===== src/rtl/time_of_day_bcd.sv =====
// time_of_day_bcd: HH:MM:SS BCD time-of-day counter with 1 Hz prescaler and hour/minute set.
// Define HOUR12_MODE_EN for 12-hour counting (12,01..11) with pm_flag; default is 24-hour.
module time_of_day_bcd #(
   parameter int CLK_HZ = 50_000_000
) (
   input  logic       clk,
   input  logic       reset_n,
   input  logic       set_mode,
   input  logic       inc_hour,
   input  logic       inc_min,
   output logic [3:0] hr_tens,
   output logic [3:0] hr_ones,
   output logic [3:0] min_tens,
   output logic [3:0] min_ones,
   output logic [3:0] sec_tens,
   output logic [3:0] sec_ones,
   output logic       sec_pulse,
   output logic       pm_flag
);
`ifdef HOUR12_MODE_EN
   localparam logic       H12    = 1'b1;
   localparam logic [7:0] HR_RST = 8'h12;
`else
   localparam logic       H12    = 1'b0;
   localparam logic [7:0] HR_RST = 8'h00;
`endif
   localparam int PW = CLK_HZ > 1 ? $clog2(CLK_HZ) : 1;
   logic [PW-1:0] presc;
   logic [7:0]    hr, mn, sc;
   logic          pm, tick, pm_toggle, sec_wrap, min_wrap;
   function automatic logic [7:0] inc60(input logic [7:0] v);
      return v[3:0] == 4'd9 ? (v[7:4] == 4'd5 ? 8'h00 : {v[7:4] + 4'd1, 4'd0})
                            : {v[7:4], v[3:0] + 4'd1};
   endfunction
   function automatic logic [7:0] inc_hr(input logic [7:0] v);
      return (H12 && v == 8'h12)  ? 8'h01 :
             (!H12 && v == 8'h23) ? 8'h00 :
             v[3:0] == 4'd9       ? {v[7:4] + 4'd1, 4'd0} : {v[7:4], v[3:0] + 4'd1};
   endfunction
   assign tick      = !set_mode && presc == PW'(CLK_HZ - 1);
   assign pm_toggle = H12 && hr == 8'h11;
   assign sec_wrap  = sc == 8'h59;
   assign min_wrap  = mn == 8'h59;
   // The whole carry chain resolves in one edge so no illegal digit is ever visible.
   always_ff @(posedge clk or negedge reset_n)
      if (!reset_n) begin
         presc     <= '0;
         sc        <= '0;
         mn        <= '0;
         hr        <= HR_RST;
         pm        <= 1'b0;
         sec_pulse <= 1'b0;
      end else if (set_mode) begin
         presc     <= '0;
         sc        <= '0;
         sec_pulse <= 1'b0;
         if (inc_min) mn <= inc60(mn);
         if (inc_hour) begin
            hr <= inc_hr(hr);
            pm <= pm ^ pm_toggle;
         end
      end else begin
         presc     <= tick ? '0 : presc + PW'(1);
         sec_pulse <= tick;
         if (tick) begin
            sc <= inc60(sc);
            if (sec_wrap) begin
               mn <= inc60(mn);
               if (min_wrap) begin
                  hr <= inc_hr(hr);
                  pm <= pm ^ pm_toggle;
               end
            end
         end
      end
   assign {hr_tens, hr_ones}   = hr;
   assign {min_tens, min_ones} = mn;
   assign {sec_tens, sec_ones} = sc;
   assign pm_flag              = pm;
endmodule

===== config.mk =====
export PLATFORM = sky130hd
export DESIGN_NAME = time_of_day_bcd
export DESIGN_NICKNAME = d
export VERILOG_FILES = /design/src/rtl/time_of_day_bcd.sv
export SDC_FILE = /design/constraint.sdc
export NUM_CORES = 1
export LEC_CHECK = 0
export ABC_AREA = 0
export ABC_CLOCK_PERIOD_IN_PS = 6300
export CAP_MARGIN = 0
export CORE_ASPECT_RATIO = 0.9
export CORE_MARGIN = 5
export CORE_UTILIZATION = 45
export CTS_CLUSTER_DIAMETER = 120
export DETAILED_ROUTE_END_ITERATION = 7
export PLACE_DENSITY = 0.76
export SKIP_LAST_GASP = 1
export SYNTH_ARGS = -nofsm -noshare
export SYNTH_HDL_FRONTEND = slang
export SYNTH_SLANG_ARGS = --single-unit

===== constraint.sdc =====
create_clock -name clk -period 6.3 [get_ports clk]
set_clock_uncertainty 0.05 [all_clocks]
set_input_delay 0.945 -clock clk [delete_from_list [all_inputs] [get_ports clk]]
set_output_delay 0.945 -clock clk [all_outputs]
set_load 0.02 [all_outputs]

---- Word-level counts from Yosys, hierarchy flattened ----
Index checks and enable logic that the tools add are counted.
storage, ports and cells
  logic and storage cells ................. 53
  bits in registers ....................... 51
cells by class
  equal/unequal tests ..................... 11
  muxes and demuxes ....................... 20
  $add $sub $neg .......................... 7
  reduce and logical (&&, ||, !) cells .... 9
operators by type and width
  kind                                                              number
  8-bit two-way mux                                                 17
  26-bit two-way mux                                                2
  26-bit by 1-bit adder with 26-bit output (second input constant)  1
  26-bit == test (second input constant)                            1
  4-bit by 1-bit adder with 4-bit output (second input constant)    6
  8-bit by 7-bit == test with 1-bit output (second input constant)  2
  4-bit == test (second input constant)                             3
  4-bit by 3-bit == test with 1-bit output (second input constant)  2
  8-bit by 6-bit == test with 1-bit output (second input constant)  1
  2-bit nonzero test                                                4
  2-bit by 1-bit != test with 1-bit output (second input constant)  2
  4-bit AND reduction                                               1
  3-bit AND reduction                                               1
  2-bit AND reduction                                               1
  1-bit logical AND                                                 1
  1-bit zero test                                                   1
  1-bit two-way mux                                                 1

---- Depth between registers and ports, before layout ----
Gate-level depths: netlist of run 1.
  word-level depth ........................ 7
  mapped depth ............................ 9

---- Worst setup path before layout of run 1 ----
Ideal clock, no wire load.
  kind .................................... input to register
  start ................................... in set_mode
  end ..................................... reg mn[1]
  stages on the path ...................... 4
  library setup time ...................... 128 ps
  buffers on the path ..................... 0
  path slack .............................. 3982 ps
  arrival time ............................ 2140 ps
  path through ............................ nor4_1 nand3_1 a21boi_1 mux2_1
between the ends
  longest elaborated chain between the ends .. 4
  elaborated cells between the ends (all ways) .. 7
RTL lines
  what                                  line  source
  start: declaration                    8     input logic set_mode,
  1-bit zero test                       40    assign tick = !set_mode && presc == PW'(CLK_HZ - 1);
  1-bit logical AND                     40
  2-bit nonzero test (no source line)   --
  3-bit AND reduction (no source line)  --
  end signal: assignment                57    if (inc_min) mn <= inc60(mn);
  end signal: assignment                68    mn <= inc60(mn);
  end: declaration                      29    logic [7:0] hr, mn, sc;
Several ways; a longest one is shown, not always the timed one.
A chain may end at the register's enable or synchronous reset.

---- Final worst setup path of run 1 ----
Same ends and word-level chain as after synthesis.

==> results of run 1 <==
[placed cells by master (no fill, tap or decap), drive strengths merged, types with 2 or more instances in the layout]
cell           instances
and2                   7
or4                    2
nand4b                 3
or3                    6
and4                   7
xnor2                 10
o21ai                  7
ha                     9
mux2i                  2
a21oi                 12
inv                   13
nand3b                 3
nor3                   4
a21boi                 2
nor2b                  4
clkbuf                 6
nand4                 10
and3                   4
nor4                   4
xor2                  16
clkdlybuf4s50         28
dfrtp                 51
nand2b                 2
a211oi                 3
mux2                   4
nand3                 17
nor2                  39
a22o                   2
buf                    2
o211ai                 3
nand2                 17
[layout make-up]
cell class,count,area [um2]
clock inverter,2,35.0
fill,540,2800
timing repair buffer,30,293
sequential,51,1280
inverter,13,48.8
tap,72,90.1
multi-input combinational,212,1390
clock buffer,6,82.6
[cells by family after synthesis]
group                    synth area share (%)
multiplexers                             2.37
AO/OA/AOI/OAI                            8.79
adder cells (fa/ha/maj)                  4.10
flip-flops                               46.5
XOR/XNOR                                 8.29
buffers and inverters                    3.01
other                                   0.137
AND/OR/NAND/NOR                          26.8
[stage by stage]
step	power [mW]	utilization, %	instances	hold WS (ps)	setup slack (ps)
2_1_floorplan	0.608	-	283	374	3980
3_3_place_gp	0.737	51.5	378	388	3090
3_5_place_dp	0.746	51.5	378	395	3030
4_1_cts	0.986	53.4	386	408	3350
5_1_grt	1.03	53.4	386	436	3200
6_report	0.976	53.4	386	403	3320
[metal layers]
layer,share of wire [%],wire length [um],vias to the layer above,global-route usage [%]
met2,49,2690,30,24.8
li1,-,-,1053,-
met1,47,2570,1034,20.4
met4,0.31,17,0,4.05
met5,0,0,-,0
met3,3.2,174,2,3.25
[critical path, delay by kind of cell]
family	cells	cell delay [ps]
buffers and inverters	1	680
and+or+nand+nor	2	840
muxes	1	350
AOI/OAI and AO/OA	1	310
[final timing paths]
path,from,end,slack (ps),cells past startpoint
hold / removal,presc[0],presc[0],400,1
min in group asynchronous,reset_n,mn[6],680,2
hold reg to reg,presc[0],presc[0],400,1
max in group asynchronous,reset_n,sc[3],5090,2
setup / recovery,set_mode,mn[1],3320,5
setup reg to reg,presc[9],presc[19],3460,5
[power breakdown]
part / total (mW) / leakage [nW] / switching (mW) / internal (mW)
Combinational: 0.294 / 0.614 / 0.148 / 0.146
Sequential: 0.444 / 0.677 / 0.0696 / 0.374
Clock: 0.237 / 0.0612 / 0.109 / 0.129
Total: 0.976 / 1.35 / 0.326 / 0.649
[state kept, by name, summed over array words and instances, names as in the netlist]
signal	flops
sc	8
hr	8
presc	26
mn	8
sec_pulse	1
==> summary.md, run 1 <==
| Metric | Value |
|---|---|
| Status | completed |
| CP Capture Type | flop |
| Main flop type after synthesis | dfrtp_1 |
| DRC errors left | 0 |
| Placed wire-length estimate | 3970 um |
| Slowest CP cell | clkdlybuf4s50_1 |
| Register area share after synthesis | 46.5% |
| # port buffers | 29 |
| Cell area after layout | 3210 um2 |
| Final Net Count | 327 |
| Area after DPL | 3100 um2 |
| Area of the core | 6010 um2 |
| Number of global-route vias before repair | 2,067 |
| Detailed Routing Iterations Pass 1 | 4 |
| Gr usage total | 15.2% |
| Die area | 7770 um2 |
| Num ports | 31 |
| LEAKAGE | 1.35 nW |
| Die Wd | 92.4 um |
| Number of clock sinks | 51 |
| Vias | 2,119 |
| HP Class | flop to flop |
| Most common library cells after synthesis | dfrtp_1, nor2_1, nand2_1, nand3_1, xor2_1 |
| Worst path cell trace | clkdlybuf4s50_1 > nor4_1 > nand3_1 > a21boi_1 > mux2_1 |
| Die H | 84.1 um |
| Post-synth top area share | 46.5% |
| Setup bufs post-CTS | 0 |
| Setup CP Type | primary input to flop |
| Final hold violation count | 0 |
| Final Critical Period | 2980 ps |
| Avg WL per Cell | 14.1 um |
| #FFs+latches synth | 51 |
| Cts repair resizes | 0 |
| Critical path arrival | 3120 ps |
| Max-slew headroom | 34.6% |
| Initial Utilization | 45.7% |
| Largest net degree at the start of global routing | 52 |
| Row cnt | 27 |
| FFs w/ async S/R, synth | 100% |
| Area growth, synth to finish | 17.0% |
| Vias per cell | 5.49 |
| Total Wirelength | 5460 um |
| Number of inserted diodes | 0 |
| Clock-pin slew of the registers on the worst-case setup and hold paths | 90 ps |
| Synthesized area per cell | 9.70 um2 |
| Power per cell area | 304 nW/um2 |
| Post-route ant nets | 0 |
| Starting DRT DRC Count | 123 |
| Most common cell in the synthesized netlist | dfrtp_1 |
| Critical Path Fanout Max | 15 |
| Crit-path max cell delay | 680 ps |
| TritonCTS clock tree | done |
| RSZ-0062 raised after global routing | no |
| Leading area contributor after synthesis | dfrtp_1 |
| Initial antenna violation count | 0 |
| Worst Setup Start Kind | primary input |
| Total congestion overflow | 0 |
| Slew @ Worst Pin | 981 ps |
| Clock root cell | clkbuf_8 |
| Top cells by area, synth | dfrtp_1, nor2_1, xor2_1 |
| Count of cell types in the netlist | 48 |
| H-tree levels | 2 |
| Post-synthesis cell count | 283 |
| Yosys Warn Count | 0 |
| Fin crit share | 47.3% |
| Max Buffers Root-to-Sink | 2 |
| Setup TNS | 0 ps |
| Syn_nets | 297 |
| Max-cap violations | 0 |
| FMAX | 336 MHz |
| RePlAce Congestion | 0.787 |
| Layout cells sized above 1 | 4.46% |
| Post-synth EDFFs | 0 |
| Final Slew Violations | 0 |
| Peak supply drop | 132 uV |
| Total CTS buffers | 5 |
| Synthesized area | 2750 um2 |
| Endpoints failing setup | 0 |
| Hold_buf cts | 0 |
| Latest clock arrival within the worst-skew pair | 310 ps |
| First-pass GRT wire length | 9710 um |
| WP data required | 6450 ps |
Note: power is estimated with default switching activity, not from simulation.
==> run 2: changes to the inputs <==
Settings changed: ABC_CLOCK_PERIOD_IN_PS 6300 to 2700, PLACE_DENSITY 0.76 to 0.79.
Clock period 6.3 ns to 2.7 ns, I/O delays scaled along.
==> run 2 against run 1 <==
Against the previous run:
- first-iteration DRC count is 34% lower
- setup slack got worse by 3200 ps
- non-clock buffer count rose by 3
- highest routed layer unchanged
- largest power group unchanged
- sequential share of layout area down 0.14 points
- count of clock-buffer cells in the layout is 1 higher
- combinational power rose by 140%
- wire length up 3.5%
- critical path depth unchanged
- sequential cell count unchanged
- cell count up 0.78%
- total power grew 120%
- clock power is 81% higher
==> summary.md, run 2 (synthesis gave the netlist of run 1 again) <==
| Metric | Value |
|---|---|
| Critical path arrival | 2680 ps (was 3120 ps) |
| Power per cell area | 670 nW/um2 (was 304 nW/um2) |
| Setup bufs post-CTS | 0 (unchanged) |
| Worst path cell trace | or4b_1 > nor4_4 > nand3_1 > a21boi_1 > mux2_1 (was clkdlybuf4s50_1 > nor4_1 > nand3_1 > a21boi_1 > mux2_1) |
| Number of clock sinks | 51 (unchanged) |
| FMAX | 394 MHz |
| Die area | 7770 um2 (unchanged) |
| Final Net Count | 330 (was 327) |
| Max-slew headroom | 56.7% (was 34.6%) |
| TritonCTS clock tree | done (unchanged) |
| Final hold violation count | 0 (unchanged) |
| Switching share of total power | 35.0% (was 33.5%) |
| Final worst slack | 163 ps (was 3320 ps) |
| Die Wd | 92.4 um (unchanged) |
| Commonest non-fill, non-tap cell in the layout | dfrtp_1 (unchanged) |
| Endpoints failing setup | 0 (unchanged) |
| Layout cells sized above 1 | 4.73% (was 4.46%) |
| Setup CP Type | flop to flop (was primary input to flop) |
| LEAKAGE | 1.36 nW (was 1.35 nW) |
| Clock network power share | 19.8% (was 24.3%) |
| Total CTS buffers | 5 (unchanged) |
| Total congestion overflow | 0 (unchanged) |
| Slowest CP cell | or4b_1 (was clkdlybuf4s50_1) |
| H-tree levels | 2 (unchanged) |
| Die H | 84.1 um (unchanged) |
| # port buffers | 29 (unchanged) |
| First-pass GRT wire length | 9810 um (was 9710 um) |
| Combinational power share | 32.2% (was 30.2%) |
| Final hold slack | 65.6 ps (was 403 ps) |
| WP data required | 2840 ps (was 6450 ps) |
| Largest net degree at the start of global routing | 28 (was 52) |
| Area growth, synth to finish | 17.4% (was 17.0%) |
| Status | completed (unchanged) |
| Max reg flops | 26 (unchanged) |
| Post-route ant nets | 0 (unchanged) |
| Avg WL per Cell | 14.5 um (was 14.1 um) |
| Area of the core | 6010 um2 (unchanged) |
| Switching power | 756 uW (was 326 uW) |
| Slew @ Worst Pin | 649 ps (was 981 ps) |
| Worst Setup Start Kind | flop (was primary input) |
| Crit-path max cell delay | 600 ps (was 680 ps) |
| HP Class | primary input to asynchronous set/reset pin (was flop to flop) |
| Starting DRT DRC Count | 81 (was 123) |
| Vias | 2,161 (was 2,119) |
| Number of global-route vias before repair | 2,158 (was 2,067) |
| Detailed Routing Iterations Pass 1 | 4 (unchanged) |
| Hold_buf cts | 0 (unchanged) |
| Vias per cell | 5.56 (was 5.49) |
| RePlAce Congestion | 0.807 (was 0.787) |
| DRC errors left | 0 (unchanged) |
| Most frequent cells in the layout | dfrtp_1, nor2_1, clkdlybuf4s50_1, nand2_1, nand3_1 (unchanged) |
| Cts repair resizes | 0 (unchanged) |
| Placed cells | 381 (was 378) |
| Initial Utilization | 45.7% (unchanged) |
| Setup TNS | 0 ps (unchanged) |
| Initial antenna violation count | 0 (unchanged) |
| Flop pwr share | 48.0% (was 45.5%) |
| Latest clock arrival within the worst-skew pair | 300 ps (was 310 ps) |
| Total Wirelength | 5650 um (was 5460 um) |
| Max Buffers Root-to-Sink | 2 (unchanged) |
| Peak supply drop | 403 uV (was 132 uV) |
| Gr usage total | 15.5% (was 15.2%) |
| Number of inserted diodes | 0 (unchanged) |
| Num ports | 31 (unchanged) |
| Final non-filler cell total | 389 (was 386) |
| Clock root cell | clkbuf_8 (unchanged) |
| Max-cap violations | 0 (unchanged) |
| RSZ-0062 raised after global routing | no (unchanged) |
| Final Slew Violations | 0 (unchanged) |
| Int Power | 1.40 mW (was 649 uW) |
| Total power | 2.16 mW (was 976 uW) |
| Final Critical Period | 2540 ps |
| Largest reg by FF count | presc (unchanged) |
| Clock-pin slew of the registers on the worst-case setup and hold paths | 90 ps (about the same) |
| Place WS | 178 ps (was 3030 ps) |
| CP Capture Type | flop (unchanged) |
| Critical Path Fanout Max | 6 (was 15) |
| Fin crit share | 94.0% |
| Row cnt | 27 (unchanged) |
| Placed wire-length estimate | 4090 um (was 3970 um) |
## run 2: cell type report
cell class,instances,area (um2)
Clock buffer,7,76.3
Timing Repair Buffer,33,340
Sequential cell,51,1280
Tap cell,72,90.1
Inverter,13,48.8
Fill cell,543,2790
Multi-Input combinational cell,212,1390
Clock inverter,1,5.00
## run 2: metal layers
| layer | vias up | track usage (%) | part of all wire [%] |
|---|---|---|---|
| li1 | 1061 | - | - |
| met2 | 36 | 25.3 | 48 |
| met3 | 8 | 3.34 | 4.0 |
| met5 | - | 0 | 0 |
| met1 | 1056 | 20.4 | 47 |
| met4 | 0 | 5.26 | 1.4 |
## run 2: through the flow
stage,utilization [%],cell area [um2]
after floorplan,-,2750
after global placement,52.3,3140
after detailed placement,52.3,3140
after CTS,53.6,3220
after global routing,53.6,3220
final,53.6,3220
## run 2: final timing paths
path / end / slack, ps / startpoint / cells past startpoint
setup / recovery: mn[1] / 160 / presc[8] / 5
hold / removal: hr[1] / 70 / reset_n / 1
setup reg to reg: mn[1] / 160 / presc[8] / 5
hold reg to reg: presc[0] / 410 / presc[0] / 1
max in group asynchronous: sc[5] / 1980 / reset_n / 2
min in group clk: presc[0] / 410 / presc[0] / 1
## run 2: power groups by stage
stage | registers, mW | clock network, mW | logic, mW
6_report | 1.04 | 0.428 | 0.694
5_1_grt | 1.06 | 0.476 | 0.761
4_1_cts | 1.04 | 0.446 | 0.703
3_5_place_dp | 1.05 | 0 | 0.700
3_3_place_gp | 1.04 | 0 | 0.683
2_1_floorplan | 1.15 | 0 | 0.270
## run 2: worst max-delay path, delay by kind of cell (launching register included)
family	cells	cell delay [ps]
AND/OR/NAND/NOR	3	1290
flip-flops	1	410
AO/OA/AOI/OAI	1	320
multiplexers	1	360
